===== src/rtl/cpu_seq.sv =====
// cpu_seq: multi-cycle control sequencer for the 8-bit register/ALU datapath.
// Owns the program counter and instruction register and steps each
// instruction through FETCH / WAIT / DECODE / EXEC / WB. It resolves JMP, JZ
// and HALT, and keeps a sticky record of illegal opcodes.
//
// Ports
//   clk, rst_n     clock, asynchronous active-low reset
//   start_i        begin/resume execution (level, sampled in IDLE/HALT)
//   stop_i         request a stop at the next instruction boundary
//   instr_i        ROM data {opcode[15:8], in1[7:4], in2[3:0]}
//   alu_out_i      ALU result for the current opcode/operands
//   rom_addr_o     ROM address (= pc)
//   rom_en_o       ROM read strobe, one cycle per fetch
//   opcode_o       IR opcode to the ALU
//   in1_idx_o      IR operand-1 select
//   in2_idx_o      IR operand-2 select
//   reg_we_o       register-file write enable (one-cycle pulse)
//   reg_waddr_o    register-file write index (= in1)
//   reg_wdata_o    register-file write data (registered ALU result)
//   busy_o         high in every state except IDLE/HALT
//   halted_o       high in HALT
//   illegal_o      sticky: an illegal opcode has been executed
module cpu_seq #(
    parameter int unsigned PC_W        = 8,
    parameter int unsigned DATA_W      = 8,
    parameter int unsigned IDX_W       = 4,
    parameter int unsigned ROM_LATENCY = 1
) (
    input  logic              clk,
    input  logic              rst_n,
    input  logic              start_i,
    input  logic              stop_i,
    input  logic [15:0]       instr_i,
    input  logic [DATA_W-1:0] alu_out_i,
    output logic [PC_W-1:0]   rom_addr_o,
    output logic              rom_en_o,
    output logic [7:0]        opcode_o,
    output logic [IDX_W-1:0]  in1_idx_o,
    output logic [IDX_W-1:0]  in2_idx_o,
    output logic              reg_we_o,
    output logic [IDX_W-1:0]  reg_waddr_o,
    output logic [DATA_W-1:0] reg_wdata_o,
    output logic              busy_o,
    output logic              halted_o,
    output logic              illegal_o
);

    localparam int unsigned INSTR_W = 16;
    localparam int unsigned OP_W    = 8;
    localparam int unsigned CNT_W   = 4;

    typedef enum logic [2:0] {
        S_IDLE   = 3'd0,
        S_FETCH  = 3'd1,
        S_WAIT   = 3'd2,
        S_DECODE = 3'd3,
        S_EXEC   = 3'd4,
        S_WB     = 3'd5,
        S_HALT   = 3'd6
    } state_t;

    state_t              state_q;
    state_t              state_nxt;
    logic [PC_W-1:0]     pc_q;
    logic [INSTR_W-1:0]  ir_q;
    logic [CNT_W-1:0]    cnt_q;
    logic                zero_q;
    logic                stop_q;

    logic                rom_en_nxt;
    logic                busy_nxt;
    logic                halted_nxt;
    logic                reg_we_nxt;

    // Opcode classes of the instruction held in IR
    logic [OP_W-1:0] op;
    logic            is_alu;
    logic            is_jmp;
    logic            is_jz;
    logic            is_halt;
    logic            is_illegal;
    logic            stop_pend;

    assign op         = ir_q[15:8];
    assign is_alu     = (op != '0) && !op[7];
    assign is_jmp     = (op == 8'h80);
    assign is_jz      = (op == 8'h81);
    assign is_halt    = (op == 8'hFF);
    assign is_illegal = op[7] && !(is_jmp || is_jz || is_halt);
    // A stop raised during WB itself still ends the run at this boundary
    assign stop_pend  = stop_q || stop_i;

    // IR/PC fields are flop outputs, so no path from instr_i/alu_out_i
    assign rom_addr_o  = pc_q;
    assign opcode_o    = ir_q[15:8];
    assign in1_idx_o   = IDX_W'(ir_q[7:4]);
    assign in2_idx_o   = IDX_W'(ir_q[3:0]);
    assign reg_waddr_o = IDX_W'(ir_q[7:4]);

    // State register
    always_ff @(posedge clk or negedge rst_n) begin
        if (!rst_n) begin
            state_q <= S_IDLE;
        end else begin
            state_q <= state_nxt;
        end
    end

    // Next-state logic
    always_comb begin
        state_nxt = state_q;
        case (state_q)
            S_IDLE:   if (start_i && !stop_i) state_nxt = S_FETCH;
            S_FETCH:  state_nxt = S_WAIT;
            S_WAIT:   if (cnt_q == '0) state_nxt = S_DECODE;
            S_DECODE: state_nxt = S_EXEC;
            S_EXEC:   state_nxt = S_WB;
            S_WB: begin
                if (is_halt)        state_nxt = S_HALT;
                else if (stop_pend) state_nxt = S_IDLE;
                else                state_nxt = S_FETCH;
            end
            S_HALT:   if (start_i) state_nxt = S_FETCH;
            default:  state_nxt = S_IDLE;
        endcase
    end

    // Output decode, computed from the next state so the flops line up with it
    always_comb begin
        rom_en_nxt = 1'b0;
        busy_nxt   = 1'b0;
        halted_nxt = 1'b0;
        reg_we_nxt = 1'b0;
        rom_en_nxt = (state_nxt == S_FETCH);
        busy_nxt   = (state_nxt != S_IDLE) && (state_nxt != S_HALT);
        halted_nxt = (state_nxt == S_HALT);
        reg_we_nxt = (state_nxt == S_WB) && is_alu;
    end

    // Datapath registers and registered outputs
    always_ff @(posedge clk or negedge rst_n) begin
        if (!rst_n) begin
            pc_q        <= '0;
            ir_q        <= '0;
            cnt_q       <= '0;
            zero_q      <= 1'b0;
            stop_q      <= 1'b0;
            rom_en_o    <= 1'b0;
            busy_o      <= 1'b0;
            halted_o    <= 1'b0;
            reg_we_o    <= 1'b0;
            reg_wdata_o <= '0;
            illegal_o   <= 1'b0;
        end else begin
            rom_en_o <= rom_en_nxt;
            busy_o   <= busy_nxt;
            halted_o <= halted_nxt;
            reg_we_o <= reg_we_nxt;

            case (state_q)
                S_FETCH: cnt_q <= CNT_W'(ROM_LATENCY - 1);
                S_WAIT: begin
                    if (cnt_q == '0) ir_q  <= instr_i;
                    else             cnt_q <= cnt_q - CNT_W'(1);
                end
                S_EXEC: reg_wdata_o <= alu_out_i;
                S_WB: begin
                    if (is_alu)     zero_q    <= (reg_wdata_o == '0);
                    if (is_illegal) illegal_o <= 1'b1;
                    if (is_jmp || (is_jz && zero_q)) pc_q <= PC_W'(ir_q[7:0]);
                    else if (!is_halt)               pc_q <= pc_q + PC_W'(1);
                end
                S_HALT: begin
                    if (start_i) begin
                        pc_q   <= '0;
                        zero_q <= 1'b0;
                    end
                end
                default: ;
            endcase

            // Stop request latch: armed while running, dropped at a boundary
            if ((state_nxt == S_IDLE) || (state_nxt == S_HALT)) begin
                stop_q <= 1'b0;
            end else if (busy_o && stop_i) begin
                stop_q <= 1'b1;
            end
        end
    end

endmodule

===== config.mk =====
export PLATFORM = sky130hd
export DESIGN_NAME = cpu_seq
export DESIGN_NICKNAME = d
export VERILOG_FILES = /design/src/rtl/cpu_seq.sv
export SDC_FILE = /design/constraint.sdc
export NUM_CORES = 1
export LEC_CHECK = 0
export CORE_MARGIN = 2
export CORE_UTILIZATION = 43
export DETAILED_ROUTE_END_ITERATION = 8
export PLACE_DENSITY_LB_ADDON = 0.25
export SLEW_MARGIN = 15
export SYNTH_ARGS = -nofsm -noshare
export SYNTH_HDL_FRONTEND = slang
export SYNTH_SLANG_ARGS = --single-unit

===== constraint.sdc =====
create_clock -name clk -period 2.4 [get_ports clk]
set_clock_uncertainty 0.05 [all_clocks]
set_input_delay 0.48 -clock clk [delete_from_list [all_inputs] [get_ports clk]]
set_output_delay 0.48 -clock clk [all_outputs]
set_load 0.02 [all_outputs]

Word-level counts from Yosys, hierarchy flattened

Cells that the tools add are included.

Add/subtract/negate cells: 2
$mul: 0
Div/mod/pow operators: 0
Magnitude comparators: 0
Equal/unequal tests: 17
Shifts and indexed selects: 0
Multiplexer cells: 17
Bitwise operators: 0
Reductions and logical operators: 29

Operators by type and width:

| kind                                                | count |
|---|---|
| equality test 8 bit, second input constant          | 3 |
| two-way mux 8 bit                                   | 3 |
| one-hot mux 3 bit (7 select lines)                  | 1 |
| one-hot mux 8 bit (2 select lines)                  | 1 |
| equality test 3 bit, second input constant          | 5 |
| two-way mux 3 bit                                   | 4 |
| adder 8 x 1 -> 8 bit, second input constant         | 1 |
| logical NOT 8 bit                                   | 1 |
| one-hot mux 4 bit (2 select lines)                  | 1 |
| nonzero test 8 bit                                  | 1 |
| logical AND 1 bit                                   | 7 |
| equality test 3 x 1 -> 1 bit, second input constant | 2 |
| equality test 3 x 2 -> 1 bit, second input constant | 2 |
| logical NOT 3 bit                                   | 2 |
| inequality test 2 bit, second input constant        | 3 |
| inequality test 3 bit, second input constant        | 2 |
| AND reduction 2 bit                                 | 3 |
| AND reduction 3 bit                                 | 2 |
| nonzero test 2 bit                                  | 3 |
| logical OR 1 bit                                    | 5 |
| two-way mux 1 bit                                   | 5 |
| logical NOT 4 bit                                   | 1 |
| two-way mux 4 bit                                   | 1 |
| subtractor 4 x 1 -> 4 bit, second input constant    | 1 |
| 3 further kinds                                     | 5 |

Flip-flop bits (word level): 46
Latch bits: 0
RAM bits: 0
Bits in read-only memories: 0
Input port bits: 28
Output and inout port bits: 41
Word-level logic and storage cells: 77
Memories kept: 0

Depth between registers and ports, before layout

Gate-level depths: netlist of the first run.

Depth after elaboration: 7
Mapped depth: 8
Depth with buffers taken out: 6

Least setup slack after synthesis of the first run

OpenSTA, ideal clock, no wires.

Kind: register to register
From: reg cnt_q[0]
To: reg ir_q[10]
Setup time: 0.125 ns
Arrival time: 2.055 ns
Required time: 2.225 ns
Setup slack: 0.169 ns
Stages on the path, launching flop included: 9
Path buffers: 3
Period minus slack after synthesis: 2.231 ns
Path through: dfrtp_1 > inv_1 > ha_1 > or3b_1 > buf_2 > or4_4 > buf_6 > buf_12 > mux2_4

Longest elaborated chain between the ends: 2

Ends and longest elaborated chain:

| item                          | RTL line | text |
|---|---|---|
| from (decl)                   | 66       | `logic [CNT_W-1:0] cnt_q;` |
| from (signal assigned)        | 161      | `S_FETCH: cnt_q <= CNT_W'(ROM_LATENCY - 1);` |
| from (signal assigned)        | 164      | `else cnt_q <= cnt_q - CNT_W'(1);` |
| logical NOT 4 bit             | 163      | `if (cnt_q == '0) ir_q <= instr_i;` |
| AND reduction 2 bit (no line) | n/a      |  |
| to (signal assigned)          | 163      |  |
| to (decl)                     | 65       | `logic [INSTR_W-1:0] ir_q;` |

Every way passes these cells.
A chain may end at the register's enable or synchronous reset.

Final worst setup path of the first run

From: reg cnt_q[0]
To: reg ir_q[8]

The elaborated chain is that of the path after synthesis.

==> impl_metrics.ini, run 1 <==
[layout]
layout-drive-gt1-share_pct = 16.8
nets = 304
layout.cells.non_filler = 344
n_antenna_cell = 0
area_growth_pct = 36.0

[drt]
vias_per_cell = 5.54
finalWirelength_mm = 5.41
first_pass_iters = 4
drcViolationCount = 0
vias = 1905
wl_per_cell_um = 15.7
antenna_left = 0
drtIter0Drc = 117

[clock_network]
cts.sinks = 46
worstSkewPairLatency_ns = 0.29
cts_tree = built
htreeDepth = 2
postCtsHoldBufs = 0
path_clk_slew_ns = 0.08
postCtsSetupBuffers = 0
numCtsBuffers = 5
cts_resized = 0
cts_root_buf = clkbuf_8
clockBufferDepth = 2

[yosys]
ys_warn_count = 0
synth.distinct_cells = 44
async_flop_share_pct = 100
synth_ff_type = dfrtp_1
postSynthCellCount = 205
syn_area_um2 = 2330
syn_nets = 236
synth_edf_count = 0
ys_seq_area_share_pct = 49.4
ys_seq_elements = 46
synth.avg_cell_area_um2 = 11.4

[pwr]
peakVddDrop_uv = 665
power_density_nw_per_um2 = 1310
leakage_nw = 1.39

[run]
drv_cap = 0

[worst_setup_path]
worstSetupEndpointType = register
critPathKind = register to register
startpoint_type = register
path_delay_family = simple AND/OR/NAND/NOR gates
crit_path_max_incr_delay_ns = 0.59
crit_required_ns = 2.53
crit_path_max_fanout = 16
path_cells = inv_1, ha_1, or3b_1, or4_4, mux2_4
worst-path-buf-inv = 1
arrival_ns = 2.29
slowest_stage = or4_4

[sta]
hold_violations = 0
tns_ns = 0
finalSetupViolations = 0
maxSlewHeadroom_pct = 63.2
fin_crit_ns = 2.16
fmax_mhz = 463
maxSlewViolCount = 0
fin_crit_sh_pct = 90.0
worstMarginPinSlew_ns = 0.552
rsz0062_at_grt = false

[global_route]
grt_pass1_vias = 1920
grt_usage_pct = 19.1
busiest_layer = met2
grt_pass1_wl_mm = 9.27
grt_start_max_net_pins = 25
grtUsageMet1_pct = 26.3
grt.met3_usage_pct = 4.19
gr-usage-met2_pct = 30.3
antenna_found_initial = 0
grt_remaining_overflow = 0

[status]
status = completed

[floorplan]
die_h_um = 77.6
dieWidth_um = 77.6
die_area_um2 = 6030
core-area_um2 = 5170
start_util_pct = 45.1
fp-row-count = 26
io_pins = 69

[placement]
dp_hpwl_mm = 3.95
dp_cells = 336
place_congestion = 0.784
port_buffers = 68

[hold_path]
hold_class = input port to asynchronous set/reset pin
## power breakdown
group	internal (W)	switching, W	leakage (nW)
Sequential	0.00111	0.000367	0.557
Clock	0.000307	0.000259	0.0579
Combinational	0.00111	0.00100	0.771
## through the flow
| stage | setup WS [ns] | cell area, um^2 | util (%) | hold slack, ns | power [W] |
|---|---|---|---|---|---|
| floorplan | 0.169 | 2330 | - | 0.134 | 0.00273 |
| global placement | 0.311 | 3060 | 59.2 | 0.407 | 0.00356 |
| detailed placement | 0.264 | 3060 | 59.2 | 0.428 | 0.00360 |
| CTS | 0.230 | 3170 | 61.3 | 0.120 | 0.00419 |
| global route | 0.182 | 3170 | 61.3 | 0.148 | 0.00441 |
| finish | 0.239 | 3170 | 61.3 | 0.113 | 0.00415 |
## synth_stat cells (3+ instances only)
cell | count | share of area [%]
dfrtp_1 | 46 | 49
buf_4 | 4 | 1.3
o22ai_1 | 8 | 2.1
nand2b_1 | 5 | 1.3
mux2_4 | 10 | 6.4
clkbuf_1 | 5 | 0.81
nand3_1 | 4 | 0.86
a31o_2 | 3 | 1.1
a21oi_1 | 8 | 1.7
o21ai_0 | 8 | 1.7
mux2i_1 | 7 | 3.0
mux2_2 | 15 | 7.2
ha_1 | 3 | 1.6
nor2_1 | 7 | 1.1
nand2_1 | 9 | 1.4
inv_1 | 12 | 1.9
a32oi_1 | 6 | 2.3
or3_1 | 3 | 0.81
nor3_1 | 3 | 0.64
nor4_1 | 7 | 1.9
## flip-flops by register name, summed over array words and instances, names as in the netlist
signal	count
state_q	3
reg_wdata_o	8
rom_en_o	1
halted_o	1
busy_o	1
illegal_o	1
stop_q	1
reg_we_o	1
rom_addr_o	8
ir_q	16
zero_q	1
cnt_q	4
## cell families (layout without fill, tap and decap cells)
family | Yosys count | count (layout) | synth area share [%]
adder cells (fa/ha/maj) | 3 | 3 | 1.61
AND/OR/NAND/NOR | 51 | 51 | 12.3
buffers and inverters | 25 | 94 | 5.80
AO/OA/AOI/OAI | 48 | 48 | 14.2
multiplexers | 32 | 32 | 16.7
flip-flops | 46 | 46 | 49.4
## final cells by class
class,instances,area (um^2)
fillers,447,2000
well taps,70,87.6
clock buffers,5,68.8
inverters,12,45.0
repair buffers,74,733
multi-input cells,134,1040
clock inverters,3,40.0
flip-flops and latches,46,1150
## cells in the final DEF, fill, tap and decap left out, types with 2 or more instances in the layout
master / count
mux2_2: 15
mux2_4: 10
dfrtp_1: 46
a22o_1: 2
mux2i_1: 7
nor2_1: 7
clkdlybuf4s50_1: 67
a32oi_1: 6
nand2_1: 9
nor4_1: 7
a21oi_1: 8
o211ai_1: 2
o22ai_1: 8
clkinv_2: 2
nand3_1: 4
o21ai_0: 8
inv_1: 12
buf_4: 5
or3_1: 3
a21o_1: 2
ha_1: 3
and3_1: 2
nor3_1: 3
a31o_2: 3
and4_1: 2
nand2b_1: 5
nand4_1: 2
clkbuf_8: 5
nand3b_1: 2
## path summary, 6_finish.rpt
| kind | from | to | slack, ns | cells after the start |
|---|---|---|---|---|
| min in group clk | illegal_o | illegal_o | 0.45 | 1 |
| max in group asynchronous | rst_n | state_q[1] | 1.67 | 2 |
| worst max-delay path | cnt_q[0] | ir_q[8] | 0.24 | 5 |
| worst min-delay path | rst_n | reg_wdata_o[7] | 0.11 | 1 |
| worst max register to register | cnt_q[0] | ir_q[8] | 0.24 | 5 |
| worst min register to register | illegal_o | illegal_o | 0.45 | 1 |
## per-layer routing
metal  vias up  routed length, um
li1        894                  -
met1       938               2480
met2        65               2580
met3         8                299
met4         0                 63
met5         -                  0
(Power assumes the default switching activity.)
==> run 2: changes to the inputs <==
Settings changed: CORE_MARGIN 2 to not set.
==> run 2 against run 1 <==
  * Register-to-register slack about the same
  * Count of clock-buffer cells in the layout increased by 2
  * Critical endpoint is now ir_q[14]
  * First-iteration DRC count up 52%
  * Via count down 2.3%
  * Core utilization fell by 0.58 points
  * Power shrank 2.3%
  * Die area fell by 5.1%
==> impl_metrics.ini, run 2 (same netlist as run 1, synthesis figures left out) <==
[run]
drv_cap = 0

[pwr]
power_density_nw_per_um2 = 1290
pwr-share-clk_pct = 11.8
leakage_nw = 1.37
p_sw_w = 0.00161
switching_share_pct = 39.7
peakVddDrop_uv = 735
intPower_w = 0.00245
seq_power_share_pct = 36.5
power_w = 0.00406
p_comb_share_pct = 51.7

[worst_setup_path]
worst-path-buf-inv = 1
crit_required_ns = 2.53
path_cells = inv_1, ha_1, or3b_1, or4_4, mux2_4
path_delay_family = simple AND/OR/NAND/NOR gates
slowest_stage = or4_4
worstSetupEndpointType = register
critPathKind = register to register
crit_path_max_incr_delay_ns = 0.59
startpoint_type = register
arrival_ns = 2.29
crit_path_max_fanout = 16

[clock_network]
cts_tree = built
postCtsHoldBufs = 0
path_clk_slew_ns = 0.08
cts_root_buf = clkbuf_8
clockBufferDepth = 2
htreeDepth = 2
numCtsBuffers = 5
cts_resized = 0
postCtsSetupBuffers = 0
cts.sinks = 46
worstSkewPairLatency_ns = 0.30

[placement]
place_congestion = 0.792
pre_cts_slack_ns = 0.263
dp_hpwl_mm = 3.80
port_buffers = 68

[layout]
layout_common_cells = clkdlybuf4s50_1, dfrtp_1, mux2_2
largest_reg_flops = 16
nets = 304
area_growth_pct = 34.7
regMostFlops = ir_q
layout_commonest_cell = clkdlybuf4s50_1
layout-drive-gt1-share_pct = 16.4
final_core_util_pct = 60.7
n_antenna_cell = 0

[sta]
maxSlewHeadroom_pct = 61.3
finalSetupViolations = 0
fin_ws_ns = 0.248
fmax_mhz = 465
hold_violations = 0
rsz0062_at_grt = false
fin_crit_sh_pct = 89.7
hold_ws_ns = 0.212
worstMarginPinSlew_ns = 0.581
tns_ns = 0
fin_crit_ns = 2.15
maxSlewViolCount = 0

[global_route]
grt_usage_pct = 20.2
grt_start_max_net_pins = 47
antenna_found_initial = 0
grt_remaining_overflow = 0
grt_pass1_vias = 1744
grt_pass1_wl_mm = 8.47

[floorplan]
fp-row-count = 26
dieWidth_um = 75.6
die_h_um = 75.6
core-area_um2 = 5170
die_area_um2 = 5720
start_util_pct = 45.1
io_pins = 69

[drt]
finalWirelength_mm = 5.31
vias_per_cell = 5.41
wl_per_cell_um = 15.4
drcViolationCount = 0
drtIter0Drc = 178
antenna_left = 0
vias = 1861
first_pass_iters = 4

[status]
status = completed

[hold_path]
hold_class = input port to asynchronous set/reset pin
==> run 2: changes by cell type in the layout (fill, tap and decap cells not counted) <==
cell       previous run  this run
clkbuf_8              5         6
clkinv_2              2         1
buf_4                 5         6
bufinv_16             1         0
clkbuf_1              0         1
buf_12                1         0
==> run 2: cell type report <==
class | count | area, um^2
Clock buffer | 7 | 86.3
Fill cell | 438 | 2030
Inverter | 12 | 45.0
Timing Repair Buffer | 74 | 721
Tap cell | 70 | 87.6
Multi-Input combinational cell | 134 | 1040
Clock inverter | 1 | 5.00
Sequential cell | 46 | 1150
==> run 2: power by group through the flow <==
stage          Sequential (W)  Clock (W)  Combinational (W)
5_1_grt               0.00154   0.000527            0.00225
2_1_floorplan         0.00174          0           0.000996
3_5_place_dp          0.00149          0            0.00210
3_3_place_gp          0.00149          0            0.00207
6_report              0.00148   0.000480            0.00210
4_1_cts               0.00148   0.000497            0.00211
==> run 2: through the flow <==
stage / cells / cell area, um^2
final: 344 / 3140
after global routing: 344 / 3140
after CTS: 344 / 3140
after floorplan: 205 / 2330
after detailed placement: 336 / 3050
after global placement: 336 / 3050
==> run 2: worst paths after layout <==
check                          start              to  slack, ns  cells after the start
setup / recovery            cnt_q[0]        ir_q[14]       0.25                      5
hold / removal                 rst_n  reg_wdata_o[7]       0.21                      2
setup reg to reg            cnt_q[0]        ir_q[14]       0.25                      5
hold reg to reg            illegal_o       illegal_o       0.43                      1
max in group asynchronous      rst_n        rom_en_o       1.69                      2
min in group clk           illegal_o       illegal_o       0.43                      1
==> run 2: metal layers <==
metal  wire length, um  global-route usage [%]
met1              2480                    29.0
met2              2510                    30.1
met3               251                    5.29
met4                64                    6.17
met5                 0                       0
==> run 2: worst reg2reg max path: stages (launching register included) <==
cell,delay [ns]
dfrtp_1,0.44
inv_1,0.11
ha_1,0.13
or3b_1,0.36
or4_4,0.59
mux2_4,0.36
==> patch, RTL diff (flow settings as in run 2) <==
Make the reset (`rst_n`) synchronous in 2 clocked blocks. Comments in the files are not updated.
--- a/src/rtl/cpu_seq.sv
+++ b/src/rtl/cpu_seq.sv
@@ -99,5 +99,5 @@
 
     // State register
-    always_ff @(posedge clk or negedge rst_n) begin
+    always_ff @(posedge clk) begin
         if (!rst_n) begin
             state_q <= S_IDLE;
@@ -139,5 +139,5 @@
 
     // Datapath registers and registered outputs
-    always_ff @(posedge clk or negedge rst_n) begin
+    always_ff @(posedge clk) begin
         if (!rst_n) begin
             pc_q        <= '0;
Formal check against the unedited RTL: differs if rst_n is asserted again (counterexample within 4 cycles, from zero or initial values and one cycle with rst_n low); with rst_n held inactive, the same outputs for 10 cycles.
==> patch against run 2 <==
  * Setup slack worse by 0.047 ns
  * Sequential cell count is the same
  * Critical endpoint is now rom_addr_o[0]
  * Synthesized area shrank 1.4%
  * Global-route usage increased by 0.95 points
  * Via count grew 15%
  * Die area is 1.4% lower
  * Cell area fell by 0.24%
  * Wire length increased by 4.4%
  * Synthesized cell count grew 23%
  * Fmax is 2.1% lower
Power is not compared: it rests on default switching activity, and its combinational part moved more than twofold at a synthesized area within 25%.
==> patch: results <==
set metrics [dict create \
    detailedPlace.worstSlack_ns 0.208 \
    global_route.usage.met3 0.0535 \
    ff2ff_path_depth 4 \
    post_synth_most_frequent_cells "46 x sky130_fd_sc_hd__dfxtp_1, 37 x sky130_fd_sc_hd__nor2_1, 31 x sky130_fd_sc_hd__mux2i_1" \
    synth_compound_gate_area_share 0.168 \
    crit_path_end "rom_addr_o[0]" \
    met3_length_microns 339 \
    rr_endpoint "rom_addr_o[0]" \
    num-fill-cells 468 \
    gr-usage-met1 0.296 \
    async_flop_share 0 \
    clkTransAtPathRegs_ns 0.10 \
    timing_worst_slew_pin_value_ns 0.557 \
    gr-usage-all-layers 0.212 \
    postSynth.topFlopCell "sky130_fd_sc_hd__dfxtp_1" \
    crit_path_max_incr_delay_ns 0.74 \
    yosys.area_share.adder 0.0163 \
    outcome "completed" \
    layout-drive-gt1-share 0.0755 \
    drt_first_iter_violations 119 \
    crit_path_top_delay_cell "sky130_fd_sc_hd__or4_1" \
    detail_route.wirelength.met1_microns 2680 \
    final_nets 348 \
    dp.cells 380 \
    min_path_type "flip-flop to flip-flop" \
    detail_route_met2_wl_microns 2480 \
    post_synthesis_mux_area_share 0.135 \
    grt_pass1_wl_microns 9060 \
    first_global_vias 1963 \
    r2r-start "ir_q[9]" \
    grt_start_max_net_pins 33 \
    num_vias 2140 \
]
==> patch: cell count changes after synthesis, moves of 5 or more <==
cell | before | now
sky130_fd_sc_hd__mux2_2 | 15 | 0
sky130_fd_sc_hd__nor2_1 | 7 | 37
sky130_fd_sc_hd__clkbuf_1 | 5 | 10
sky130_fd_sc_hd__dfxtp_1 | 0 | 46
sky130_fd_sc_hd__inv_1 | 12 | 6
sky130_fd_sc_hd__nand4_1 | 2 | 7
sky130_fd_sc_hd__mux2_4 | 10 | 0
sky130_fd_sc_hd__o22ai_1 | 8 | 2
sky130_fd_sc_hd__a32oi_1 | 6 | 0
sky130_fd_sc_hd__dfrtp_1 | 46 | 0
sky130_fd_sc_hd__o211ai_1 | 2 | 7
sky130_fd_sc_hd__o21ai_0 | 8 | 3
sky130_fd_sc_hd__mux2i_1 | 7 | 31
==> patch: cell type report <==
| type | instances | share of cell area |
|---|---|---|
| sequential | 46 | 0.294 |
| clock buffer | 5 | 0.0220 |
| timing repair buffer | 75 | 0.238 |
| multi-input combinational | 183 | 0.403 |
| inverter | 6 | 0.00719 |
| tap | 70 | 0.0280 |
| clock inverter | 3 | 0.00799 |
==> patch: cells by family after synthesis <==
kind of cell             count (synthesis)
AO/OA/AOI/OAI                           50
buffers and inverters                   24
AND/OR/NAND/NOR                         98
multiplexers                            31
flip-flops                              46
XOR/XNOR                                 1
adder cells (fa/ha/maj)                  3
==> patch: through the flow <==
step	util	total power, mW
after floorplan	-	1.21
after global placement	0.591	1.39
after detailed placement	0.591	1.39
after CTS	0.610	1.89
after global routing	0.610	1.97
final	0.610	1.87
==> patch: worst min-delay path, stage by stage (launching register included) <==
cell                      delay (ns)
sky130_fd_sc_hd__dfxtp_1        0.32
sky130_fd_sc_hd__o31ai_1        0.06
sky130_fd_sc_hd__a21oi_1        0.06
